### src/rtl/fetch_decode_queue_pkg.sv
// Shared pipeline definitions for the IF/ID boundary: widths, the pipeline NOP
// and the skid-queue state encoding.
package fetch_decode_queue_pkg;

    localparam int INSTR_W  = 32;
    localparam int BUNDLE_W = 24;
    localparam int PC_W     = 32;

    // ori $zero,$zero,0 and its decoded control bundle, also used by fetch.
    localparam logic [INSTR_W-1:0]  NOP_INSTR  = 32'h3400_0000;
    localparam logic [BUNDLE_W-1:0] NOP_BUNDLE = 24'h0E_2531;

    localparam logic [1:0] ST_EMPTY = 2'd0;
    localparam logic [1:0] ST_ONE   = 2'd1;
    localparam logic [1:0] ST_TWO   = 2'd2;

    // Counter increment that sticks at all-ones instead of wrapping.
    function automatic logic [7:0] sat_add8(input logic [7:0] base, input logic [1:0] inc);
        logic [8:0] sum;
        sum = {1'b0, base} + {7'd0, inc};
        return sum[8] ? 8'hFF : sum[7:0];
    endfunction

endpackage

### src/rtl/fetch_decode_queue_entry_reg.sv
// One skid-queue slot: an {instr, bundle, pc_seq} register with load enable and
// asynchronous active-low clear.
module queue_entry_reg #(
    parameter int IW = fetch_decode_queue_pkg::INSTR_W,
    parameter int BW = fetch_decode_queue_pkg::BUNDLE_W,
    parameter int PW = fetch_decode_queue_pkg::PC_W
) (
    input  logic          clk,
    input  logic          reset,
    input  logic          load,
    input  logic [IW-1:0] load_instr,
    input  logic [BW-1:0] load_bundle,
    input  logic [PW-1:0] load_pc_seq,
    output logic [IW-1:0] instr,
    output logic [BW-1:0] bundle,
    output logic [PW-1:0] pc_seq
);

    // NOTE: the payload is cleared on reset as well as the valid state, so a
    // reset mid-operation can never leave a stale entry behind.
    always_ff @(posedge clk or negedge reset) begin
        if (!reset) begin
            // NOTE: state is updated with <= so every register samples pre-edge values.
            instr  <= '0;
            bundle <= '0;
            pc_seq <= '0;
        end else if (load) begin
            instr  <= load_instr;
            bundle <= load_bundle;
            pc_seq <= load_pc_seq;
        end
    end

endmodule

### src/rtl/fetch_decode_queue.sv
// Decode-side 2-entry skid queue between fetch and decode, with branch-redirect
// flush (optionally keeping the delay slot) and a saturating drop counter.
module fetch_decode_queue #(
    parameter int IW = fetch_decode_queue_pkg::INSTR_W,
    parameter int BW = fetch_decode_queue_pkg::BUNDLE_W,
    parameter int PW = fetch_decode_queue_pkg::PC_W,
    parameter logic [IW-1:0] NOP_INSTR  = fetch_decode_queue_pkg::NOP_INSTR,
    parameter logic [BW-1:0] NOP_BUNDLE = fetch_decode_queue_pkg::NOP_BUNDLE
) (
    input  logic          clk,
    input  logic          reset,
    input  logic          in_valid,
    output logic          in_ready,
    input  logic [IW-1:0] in_instr,
    input  logic [BW-1:0] in_bundle,
    input  logic [PW-1:0] in_pc_seq,
    output logic          out_valid,
    input  logic          out_ready,
    output logic [IW-1:0] out_instr,
    output logic [BW-1:0] out_bundle,
    output logic [PW-1:0] out_pc_seq,
    input  logic          flush,
    input  logic          flush_keep_slot,
    output logic [7:0]    drop_count
);
    import fetch_decode_queue_pkg::*;

    logic [1:0]    state, state_next;
    logic          push, pop;
    logic          e0_load, e0_from_e1, e1_load;
    logic [1:0]    remaining, candidates, dropped;
    logic [IW-1:0] e0_instr, e1_instr;
    logic [BW-1:0] e0_bundle, e1_bundle;
    logic [PW-1:0] e0_pc_seq, e1_pc_seq;

    // Ready depends only on registered state so decode stalls never reach fetch combinationally.
    assign in_ready  = reset && (state != ST_TWO);
    assign out_valid = (state != ST_EMPTY);
    assign push      = in_valid && in_ready;
    assign pop       = out_valid && out_ready;

    assign out_instr  = out_valid ? e0_instr  : NOP_INSTR;
    assign out_bundle = out_valid ? e0_bundle : NOP_BUNDLE;
    assign out_pc_seq = out_valid ? e0_pc_seq : '0;

    assign remaining  = state - {1'b0, pop};
    assign candidates = remaining + {1'b0, push};

    // NOTE: every signal written here gets a default first, so no latch is inferred.
    always_comb begin
        state_next = state;
        e0_load    = 1'b0;
        e0_from_e1 = 1'b0;
        e1_load    = 1'b0;
        dropped    = 2'd0;
        if (flush) begin
            if (flush_keep_slot && candidates != 2'd0) begin
                // Survivor is the oldest of {entries left after pop, pushed entry}.
                state_next = ST_ONE;
                dropped    = candidates - 2'd1;
                if (remaining == 2'd0) begin
                    e0_load = 1'b1;
                end else if (pop) begin
                    e0_load    = 1'b1;
                    e0_from_e1 = 1'b1;
                end
            end else begin
                state_next = ST_EMPTY;
                dropped    = candidates;
            end
        end else begin
            case (state)
                ST_EMPTY: if (push) begin
                    state_next = ST_ONE;
                    e0_load    = 1'b1;
                end
                ST_ONE: begin
                    if (push && pop) begin
                        e0_load = 1'b1;
                    end else if (push) begin
                        state_next = ST_TWO;
                        e1_load    = 1'b1;
                    end else if (pop) begin
                        state_next = ST_EMPTY;
                    end
                end
                ST_TWO: if (pop) begin
                    state_next = ST_ONE;
                    e0_load    = 1'b1;
                    e0_from_e1 = 1'b1;
                end
                default: state_next = ST_EMPTY;
            endcase
        end
    end

    always_ff @(posedge clk or negedge reset) begin
        if (!reset) begin
            state      <= ST_EMPTY;
            drop_count <= 8'd0;
        end else begin
            state      <= state_next;
            drop_count <= sat_add8(drop_count, dropped);
        end
    end

    queue_entry_reg #(.IW(IW), .BW(BW), .PW(PW)) u_e0 (
        .clk         (clk),
        .reset       (reset),
        .load        (e0_load),
        .load_instr  (e0_from_e1 ? e1_instr  : in_instr),
        .load_bundle (e0_from_e1 ? e1_bundle : in_bundle),
        .load_pc_seq (e0_from_e1 ? e1_pc_seq : in_pc_seq),
        .instr       (e0_instr),
        .bundle      (e0_bundle),
        .pc_seq      (e0_pc_seq)
    );

    queue_entry_reg #(.IW(IW), .BW(BW), .PW(PW)) u_e1 (
        .clk         (clk),
        .reset       (reset),
        .load        (e1_load),
        .load_instr  (in_instr),
        .load_bundle (in_bundle),
        .load_pc_seq (in_pc_seq),
        .instr       (e1_instr),
        .bundle      (e1_bundle),
        .pc_seq      (e1_pc_seq)
    );

endmodule

### config.mk
export PLATFORM = sky130hd
export DESIGN_NAME = fetch_decode_queue
export DESIGN_NICKNAME = d
export VERILOG_FILES = /design/src/rtl/fetch_decode_queue_pkg.sv /design/src/rtl/fetch_decode_queue_entry_reg.sv /design/src/rtl/fetch_decode_queue.sv
export SDC_FILE = /design/constraint.sdc
export NUM_CORES = 1
export LEC_CHECK = 0
export BUFFER_PORTS_ARGS = -buffer_cell sky130_fd_sc_hd__buf_2
export CORE_AREA = 2 2 162 164
export CTS_CLUSTER_DIAMETER = 30
export DETAILED_ROUTE_END_ITERATION = 10
export DIE_AREA = 0 0 164 166
export PLACE_DENSITY_LB_ADDON = 0.2
export SLEW_MARGIN = 10
export SYNTH_ARGS = -nofsm -noshare
export SYNTH_HDL_FRONTEND = slang
export SYNTH_HIERARCHICAL = 1
export SYNTH_SLANG_ARGS = --single-unit
### constraint.sdc
create_clock -name clk -period 3.2 [get_ports clk]
set_input_delay 0.96 -clock clk [delete_from_list [all_inputs] [get_ports clk]]
set_output_delay 0.96 -clock clk [all_outputs]
set_load 0.05 [all_outputs]
==> results.yml, run 1 <==
status:
  run_status: "complete, no violations"
worst_setup_path:
  cpLargestDelayFamily: "buffers and inverters"
  path_class: "reg2out"
  worst-r2r-setup-slack_ns: 0.36
  max_stage_delay_ns: 0.49
  timing.rr.start: "state[0]"
  path_cells: "inv_1 -> nand2_2 -> buf_4 -> and2_1 -> buf_2"
  critPathSlowestCell: "dfrtp_1"
  start_kind: "flop"
  path_buf_inv: 3
  critPathMaxFanout: 40
  crit_start: "state[0]"
  crit_required_ns: 2.24
  cp.arrival_ns: 2.02
  end_kind: "output port"
pwr:
  powerDensity_nw_per_um2: 695
  ir_worst_vdd_v: 0.000433
  p_leak_uw: 0.00510
cts:
  path_clk_slew_ns: 0.07
  cts_buffers: 17
  clk_latency_ns: 0.43
  cts_root_buf: "clkbuf_16"
  postCtsResizedCells: 0
  cts_hold_buf: 0
  cts_tree: "built"
  cts_setup_buffers: 0
  cts_max_path_buffers: 2
  clock_sinks: 186
  htreeDepth: 4
synthesis:
  syn_nets: 743
  async_flop_share_pct: 100
  synthFlopType: "dfrtp_1"
  synth_area_leader_cell: "dfrtp_1"
  syn_inst: 644
  syn-mean-instance-area_sq_um: 14.0
  synth-edff-count: 0
  ys_types: 32
  synthTopCellsByArea: "dfrtp_1 52%, mux2_2 26%, mux2_4 6.7%, and2_1 5.4%, mux2_1 2.5%"
  ys_warn_count: 6
  synth_area_sq_um: 9000
  seq_area_frac_synth_pct: 51.7
  synth_common_cells: "205 x mux2_2, 186 x dfrtp_1, 78 x and2_1"
  synth_top_area_share_pct: 51.7
  synth.most_common_cell: "mux2_2"
  ys_ff_latch: 186
drt:
  vias: 5563
  viasPerCell: 4.65
  drc: 0
  drt_wl_total_um: 19400
  antenna_left: 0
  drt_iter0_drc: 217
  first_pass_iters: 6
  wl_per_cell_um: 16.2
hold_path:
  min_path_type: "reg2reg"
  min-delay-start: "u_e0/pc_seq[17]"
sta:
  maxSlewViolCount: 0
  grt_setup_unrepaired: "false"
  period_share_pct: 93.0
  skew_ns: 0.0149
  finalSetupViolCount: 0
  min_period_ns: 2.98
  tightest_slew_ns: 0.861
  hold_viol_final: 0
  finalSetupTns_ns: 0
  whs_ns: 0.499
  slew-limit-headroom_pct: 42.6
  max_freq_ghz: 0.336
grt:
  grt_pass1_vias: 5895
  grt_util_met2_pct: 23.8
  gr-usage-met3_pct: 4.00
  antenna_found_initial: 2
  met1_usage_pct: 20.5
  grt-busiest-layer: "met2"
  grt-ovfl-total: 0
  grt_pass1_wl_um: 32200
  grt_util_all_layers_pct: 15.0
  grt_max_degree: 66
die:
  io_pins: 192
  start_util_pct: 35.1
  coreArea_sq_um: 25600
  std_cell_rows: 59
  dieArea_sq_um: 27200
  die_h_um: 166
  die_width_um: 164
run:
  cap_violations: 0
cells_and_area:
  drive_above_1_share_pct: 59.6
  syn2layout_area_growth_pct: 23.7
  layout.nets: 948
placed_design:
  dpl.hpwl_um: 12900
  gp_congestion: 0.720
  port_buffers: 191
-- layout make-up --
cell class | count | area (sq um)
fill | 2386 | 14500
sequential | 186 | 4650
multi-input combinational | 413 | 4120
timing repair buffer | 224 | 1350
clock buffer | 19 | 453
tap | 335 | 419
clock inverter | 12 | 108
inverter | 7 | 26.3
antenna | 1 | 2.50
-- path summary, 6_finish.rpt --
path	endpoint	cells past startpoint
min in group asynchronous	u_e1/pc_seq[11]	2
max in group asynchronous	u_e1/instr[14]	4
worst max-delay path	out_instr[14]	5
worst min-delay path	u_e0/pc_seq[17]	1
worst min register to register	u_e0/pc_seq[17]	1
worst max register to register	u_e0/instr[28]	12
-- metrics by stage --
stage | cell area, sq um | worst slack, ns | instances | power (uW) | utilization [%]
after global routing | 11100 | 0.0593 | 1197 | 8200 | 43.5
after global placement | 10600 | -0.185 | 1165 | 5740 | 41.3
after CTS | 11100 | 0.182 | 1196 | 7860 | 43.4
after floorplan | 9030 | -0.00991 | 644 | 5140 | -
final | 11100 | 0.224 | 1197 | 7730 | 43.5
after detailed placement | 10600 | -0.228 | 1165 | 5780 | 41.3
-- cell families (layout without fill, tap and decap cells) --
family                     Yosys count  count (layout)  share of synthesized area [%]
muxes                              266             266                           34.9
DFF                                186             186                           51.7
and+or+nand+nor                    121             121                           8.06
buffers and inverters               45             262                           3.00
AOI/OAI and AO/OA                   16              16                           1.01
adders and majority gates            5               5                          0.779
xor gates and xnor gates             5               5                          0.487
other                                0               1                              0
-- where the power goes --
part / total, uW / switching (uW) / leakage [uW] / internal [uW]
Combinational: 2400 / 1400 / 0.00259 / 997
Sequential: 3300 / 315 / 0.00224 / 2980
Clock: 2040 / 976 / 0.000264 / 1060
-- layout by cell type, fill, tap and decap left out, drive strengths merged, types with 2 or more instances in the layout --
cell	netlist	routed
mux2	265	265
buf	29	223
dfrtp	186	186
and2	78	78
clkbuf	9	20
nand2b	15	15
inv	7	13
nor2	10	10
nand2	8	8
a21oi	7	7
o21ai	5	5
clkinvlp	0	4
xnor2	4	4
ha	4	4
nor2b	3	3
nand3	2	2
clkinv	0	2
nor3	2	2
-- layer usage --
layer	vias up	part of all wire, %
li1	2665	-
met1	2773	47
met2	114	47
met4	0	1.1
met5	-	0
met3	11	4.8
-- state kept, by name, indices dropped and copies added, names as in the netlist --
signal / count
u_e1/pc_seq: 32
state: 2
u_e0/bundle: 24
u_e1/bundle: 24
u_e1/instr: 32
u_e0/pc_seq: 32
drop_count: 8
u_e0/instr: 32
-- worst reg2reg max path, cell delays in order, from the launching register on --
cell and delay, ns:
dfrtp_1 0.47, nor2_1 0.20, nor2_1 0.07, ha_2 0.32, inv_1 0.04, ha_1 0.18, nand2b_4 0.15, and2_4 0.15
nor3_4 0.18, buf_4 0.18, buf_12 0.18, mux2_2 0.37, mux2_4 0.26
Note: power is estimated with default switching activity, not from simulation.
==> run 2, diff against run 1 <==
CORE_AREA = 2 2 137 193   (was 2 2 162 164)
DIE_AREA = 0 0 139 195   (was 0 0 164 166)
HOLD_SLACK_MARGIN = 0.1   (was not set)
==> results.yml, run 2 (synthesized netlist as in run 1, its figures left out) <==
status:
  run_status: "complete, no violations"
die:
  die_width_um: 139
  dieArea_sq_um: 27100
  std_cell_rows: 69
  start_util_pct: 35.7
  io_pins: 192
  die_h_um: 195
  coreArea_sq_um: 25200
sta:
  grt_setup_unrepaired: "false"
  period_share_pct: 94.0
  slew-limit-headroom_pct: 37.0
  tightest_slew_ns: 0.945
  max_freq_ghz: 0.332
  min_period_ns: 3.01
  skew_ns: 0.00678
  maxSlewViolCount: 0
  whs_ns: 0.497
  finalSetupViolCount: 0
  hold_viol_final: 0
worst_setup_path:
  crit_required_ns: 2.24
  timing.rr.start: "state[0]"
  r2r_end: "u_e0/bundle[0]"
  crit_cells: 4
  path_cells: "clkbuf_8 -> buf_4 -> nor2b_1 -> buf_2"
  path_class: "in2out"
  critPathSlowestCell: "buf_4"
  critPathMaxFanout: 47
  start_kind: "input pin"
  worst-r2r-setup-slack_ns: 0.37
  cpLargestDelayFamily: "buffers and inverters"
  path_buf_inv: 3
  end_kind: "output port"
  cp.arrival_ns: 2.05
  r2r_cells: 12
  max_stage_delay_ns: 0.49
cts:
  htreeDepth: 4
  clock_sinks: 186
  clk_latency_ns: 0.42
  cts_setup_buffers: 0
  cts_max_path_buffers: 2
  cts_root_buf: "clkbuf_16"
  cts_hold_buf: 0
  cts_buffers: 17
  postCtsResizedCells: 0
  cts_tree: "built"
  path_clk_slew_ns: 0.07
placed_design:
  gp_congestion: 0.727
  dpl.hpwl_um: 13100
  port_buffers: 191
  placed_cell_area_sq_um: 10500
grt:
  grt_pass1_wl_um: 32500
  grt_util_met2_pct: 26.6
  grt_util_all_layers_pct: 15.0
  gr-usage-met3_pct: 3.92
  met1_usage_pct: 17.9
  antenna_found_initial: 2
  grt_max_degree: 90
  grt-busiest-layer: "met2"
  grt_pass1_vias: 6052
  grt-ovfl-total: 0
cells_and_area:
  final_cell_mix: "205 x mux2_2, 190 x buf_2, 186 x dfrtp_1"
  drive_above_1_share_pct: 58.8
  multiInputGateArea_sq_um: 4120
  nFillCells: 2383
  seqCellArea_sq_um: 4650
  layout.nets: 947
  fin_area_sq_um: 11100
  layout_commonest_cell: "mux2_2"
  syn2layout_area_growth_pct: 23.0
pwr:
  p_leak_uw: 0.00509
  powerDensity_nw_per_um2: 694
  ir_worst_vdd_v: 0.000339
drt:
  drc: 0
  vias: 5627
  first_pass_iters: 4
  drt_iter0_drc: 175
  viasPerCell: 4.77
  drt_wl_total_um: 19500
  wl_per_cell_um: 16.6
  antenna_left: 0
hold_path:
  min_path_type: "reg2reg"
  min-delay-start: "u_e0/bundle[15]"
  hold_end: "u_e0/bundle[15]"
  min_path_cells: 1
run:
  cap_violations: 0
==> run 2: how the worst max path moves through the flow <==
| stage | startpoint | to |
|---|---|---|
| after global placement | out_ready | u_e0/bundle[9] |
| after CTS | reset | in_ready |
| after detailed placement | out_ready | u_e0/instr[28] |
| final | reset | in_ready |
| after global routing | out_ready | drop_count[6] |
| after floorplan | out_ready | u_e0/pc_seq[11] |
==> run 2: area by class of cell <==
type                       count  share of cell area (%)
antenna                        1                  0.0226
sequential                   186                    42.0
clock buffer                  25                    4.29
inverter                       7                   0.237
timing repair buffer         223                    12.0
clock inverter                 6                   0.599
multi-input combinational    413                    37.2
tap                          319                    3.60
==> run 2: routing by layer <==
layer | share of wire (%) | up-vias
li1 | - | 2656
met1 | 41 | 2851
met2 | 53 | 104
met3 | 4.2 | 14
met4 | 1.3 | 2
met5 | 0.082 | -
==> run 2: per-stage QoR <==
step / setup TNS, ns / utilization (%) / total power [uW] / setup WS (ns) / std cells
after floorplan: -0.198 / - / 5140 / -0.00991 / 644
after global routing: 0 / 43.9 / 8120 / 0.0211 / 1180
after detailed placement: -21.04 / 41.8 / 5780 / -0.258 / 1148
final: 0 / 43.9 / 7680 / 0.192 / 1180
after global placement: -18.08 / 41.8 / 5740 / -0.224 / 1148
after CTS: 0 / 43.9 / 7820 / 0.126 / 1179
==> run 2: power by group <==
group          switching (uW)  total, uW  internal (uW)
logic                    1400       2390            993
clock network             879       1990           1110
registers                 316       3300           2990
total                    2590       7680           5090
==> run 3, diff against run 2 <==
PLACE_DENSITY = 0.63   (was not set)
PLACE_DENSITY_LB_ADDON = not set   (was 0.2)
==> results.yml, run 3 (synthesized netlist as in run 1, its figures left out) <==
cells_and_area:
  seqCellArea_sq_um: 4650
  layout.nets: 954
  antenna_cells: 0
  fin_cells: 1187
  fin_util_pct: 44.2
  multiInputGateArea_sq_um: 4120
  layout_commonest_cell: "mux2_2"
  syn2layout_area_growth_pct: 23.9
  final_cell_mix: "205 x mux2_2, 190 x buf_2, 186 x dfrtp_1"
  drive_above_1_share_pct: 59.7
  nFillCells: 2364
grt:
  grt_util_all_layers_pct: 15.1
  antenna_found_initial: 1
  grt_max_degree: 164
  grt-ovfl-total: 0
  grt_pass1_wl_um: 32200
  grt_pass1_vias: 5971
cts:
  cts_setup_buffers: 0
  clock_sinks: 186
  htreeDepth: 4
  cts_root_buf: "clkbuf_16"
  cts_hold_buf: 0
  postCtsResizedCells: 0
  cts_buffers: 17
  cts_max_path_buffers: 2
  clk_latency_ns: 0.44
  path_clk_slew_ns: 0.07
  cts_tree: "built"
placed_design:
  dp_slack_ns: -0.239
  gp_congestion: 0.758
  dpl.hpwl_um: 13500
  port_buffers: 191
  post-place-cells: 1155
die:
  dieArea_sq_um: 27100
  coreArea_sq_um: 25200
  std_cell_rows: 69
  io_pins: 192
  start_util_pct: 35.7
  die_h_um: 195
  die_width_um: 139
drt:
  drt_wl_total_um: 19900
  vias: 5631
  viasPerCell: 4.74
  drt_iter0_drc: 179
  drc: 0
  wl_per_cell_um: 16.8
  antenna_left: 0
  first_pass_iters: 4
sta:
  fin_ws_ns: 0.194
  slew-limit-headroom_pct: 34.6
  hold_viol_final: 0
  grt_setup_unrepaired: "false"
  finalSetupTns_ns: 0
  period_share_pct: 94.0
  max_freq_ghz: 0.333
  maxSlewViolCount: 0
  skew_ns: 0.00876
  tightest_slew_ns: 0.980
  finalSetupViolCount: 0
  min_period_ns: 3.01
worst_setup_path:
  path_class: "reg2out"
  critPathMaxFanout: 46
  crit_required_ns: 2.24
  max_stage_delay_ns: 0.47
  path_cells: "inv_1 -> nand2_2 -> buf_4 -> and2_1 -> buf_2"
  cp.arrival_ns: 2.05
  end_kind: "output port"
  critPathSlowestCell: "dfrtp_1"
  start_kind: "flop"
pwr:
  ir_worst_vdd_v: 0.000554
  p_leak_uw: 0.00514
  total_power_uw: 7850
  powerDensity_nw_per_um2: 704
status:
  run_status: "complete, no violations"
hold_path:
  min_path_type: "reg2reg"
run:
  cap_violations: 0
## run 3: worst max-delay path, delay by kind of cell (launching register included)
kind | cells | cell delay (ns)
buf+inv | 3 | 0.79
flops | 1 | 0.47
simple gates | 2 | 0.32
## run 3: layout make-up
cell class / instances / area share [%]
Sequential cell: 186 / 41.7
Multi-Input combinational cell: 413 / 36.9
Timing Repair Buffer: 230 / 12.3
Clock buffer: 20 / 4.00
Tap cell: 319 / 3.58
Clock inverter: 12 / 1.25
Inverter: 7 / 0.236
## run 3: path summary, 6_finish.rpt
| kind | cells after the start | to | start | slack, ns |
|---|---|---|---|---|
| worst max-delay path | 5 | out_instr[0] | state[0] | 0.19 |
| min in group asynchronous | 2 | u_e0/pc_seq[12] | reset | 0.58 |
| max in group asynchronous | 3 | u_e0/instr[0] | reset | 1.32 |
| worst max register to register | 12 | u_e0/bundle[7] | state[0] | 0.31 |
| worst min register to register | 1 | u_e0/pc_seq[12] | u_e0/pc_seq[12] | 0.50 |
| worst min-delay path | 1 | u_e0/pc_seq[12] | u_e0/pc_seq[12] | 0.50 |
## run 3: per-layer routing
metal / vias to the layer above / GRT usage (%) / routed length (um)
li1: 2646 / - / -
met2: 121 / 26.2 / 10300
met1: 2834 / 18.0 / 8340
met5: - / 0 / 7
met3: 28 / 3.75 / 823
met4: 2 / 6.06 / 473
## run 3: metrics by stage
stage | cell area [sq um] | hold slack (ns)
final | 11200 | 0.496
after CTS | 11200 | 0.502
after detailed placement | 10600 | 0.487
after global placement | 10600 | 0.481
after floorplan | 9030 | 0.471
after global routing | 11200 | 0.517
## run 3: report_power, final
part           switching, uW  internal (uW)  leakage, uW  total (uW)
registers                317           2990      0.00224        3300
clock network            945           1180     0.000274        2130
logic                   1420           1000      0.00262        2420
total                   2680           5170      0.00514        7850
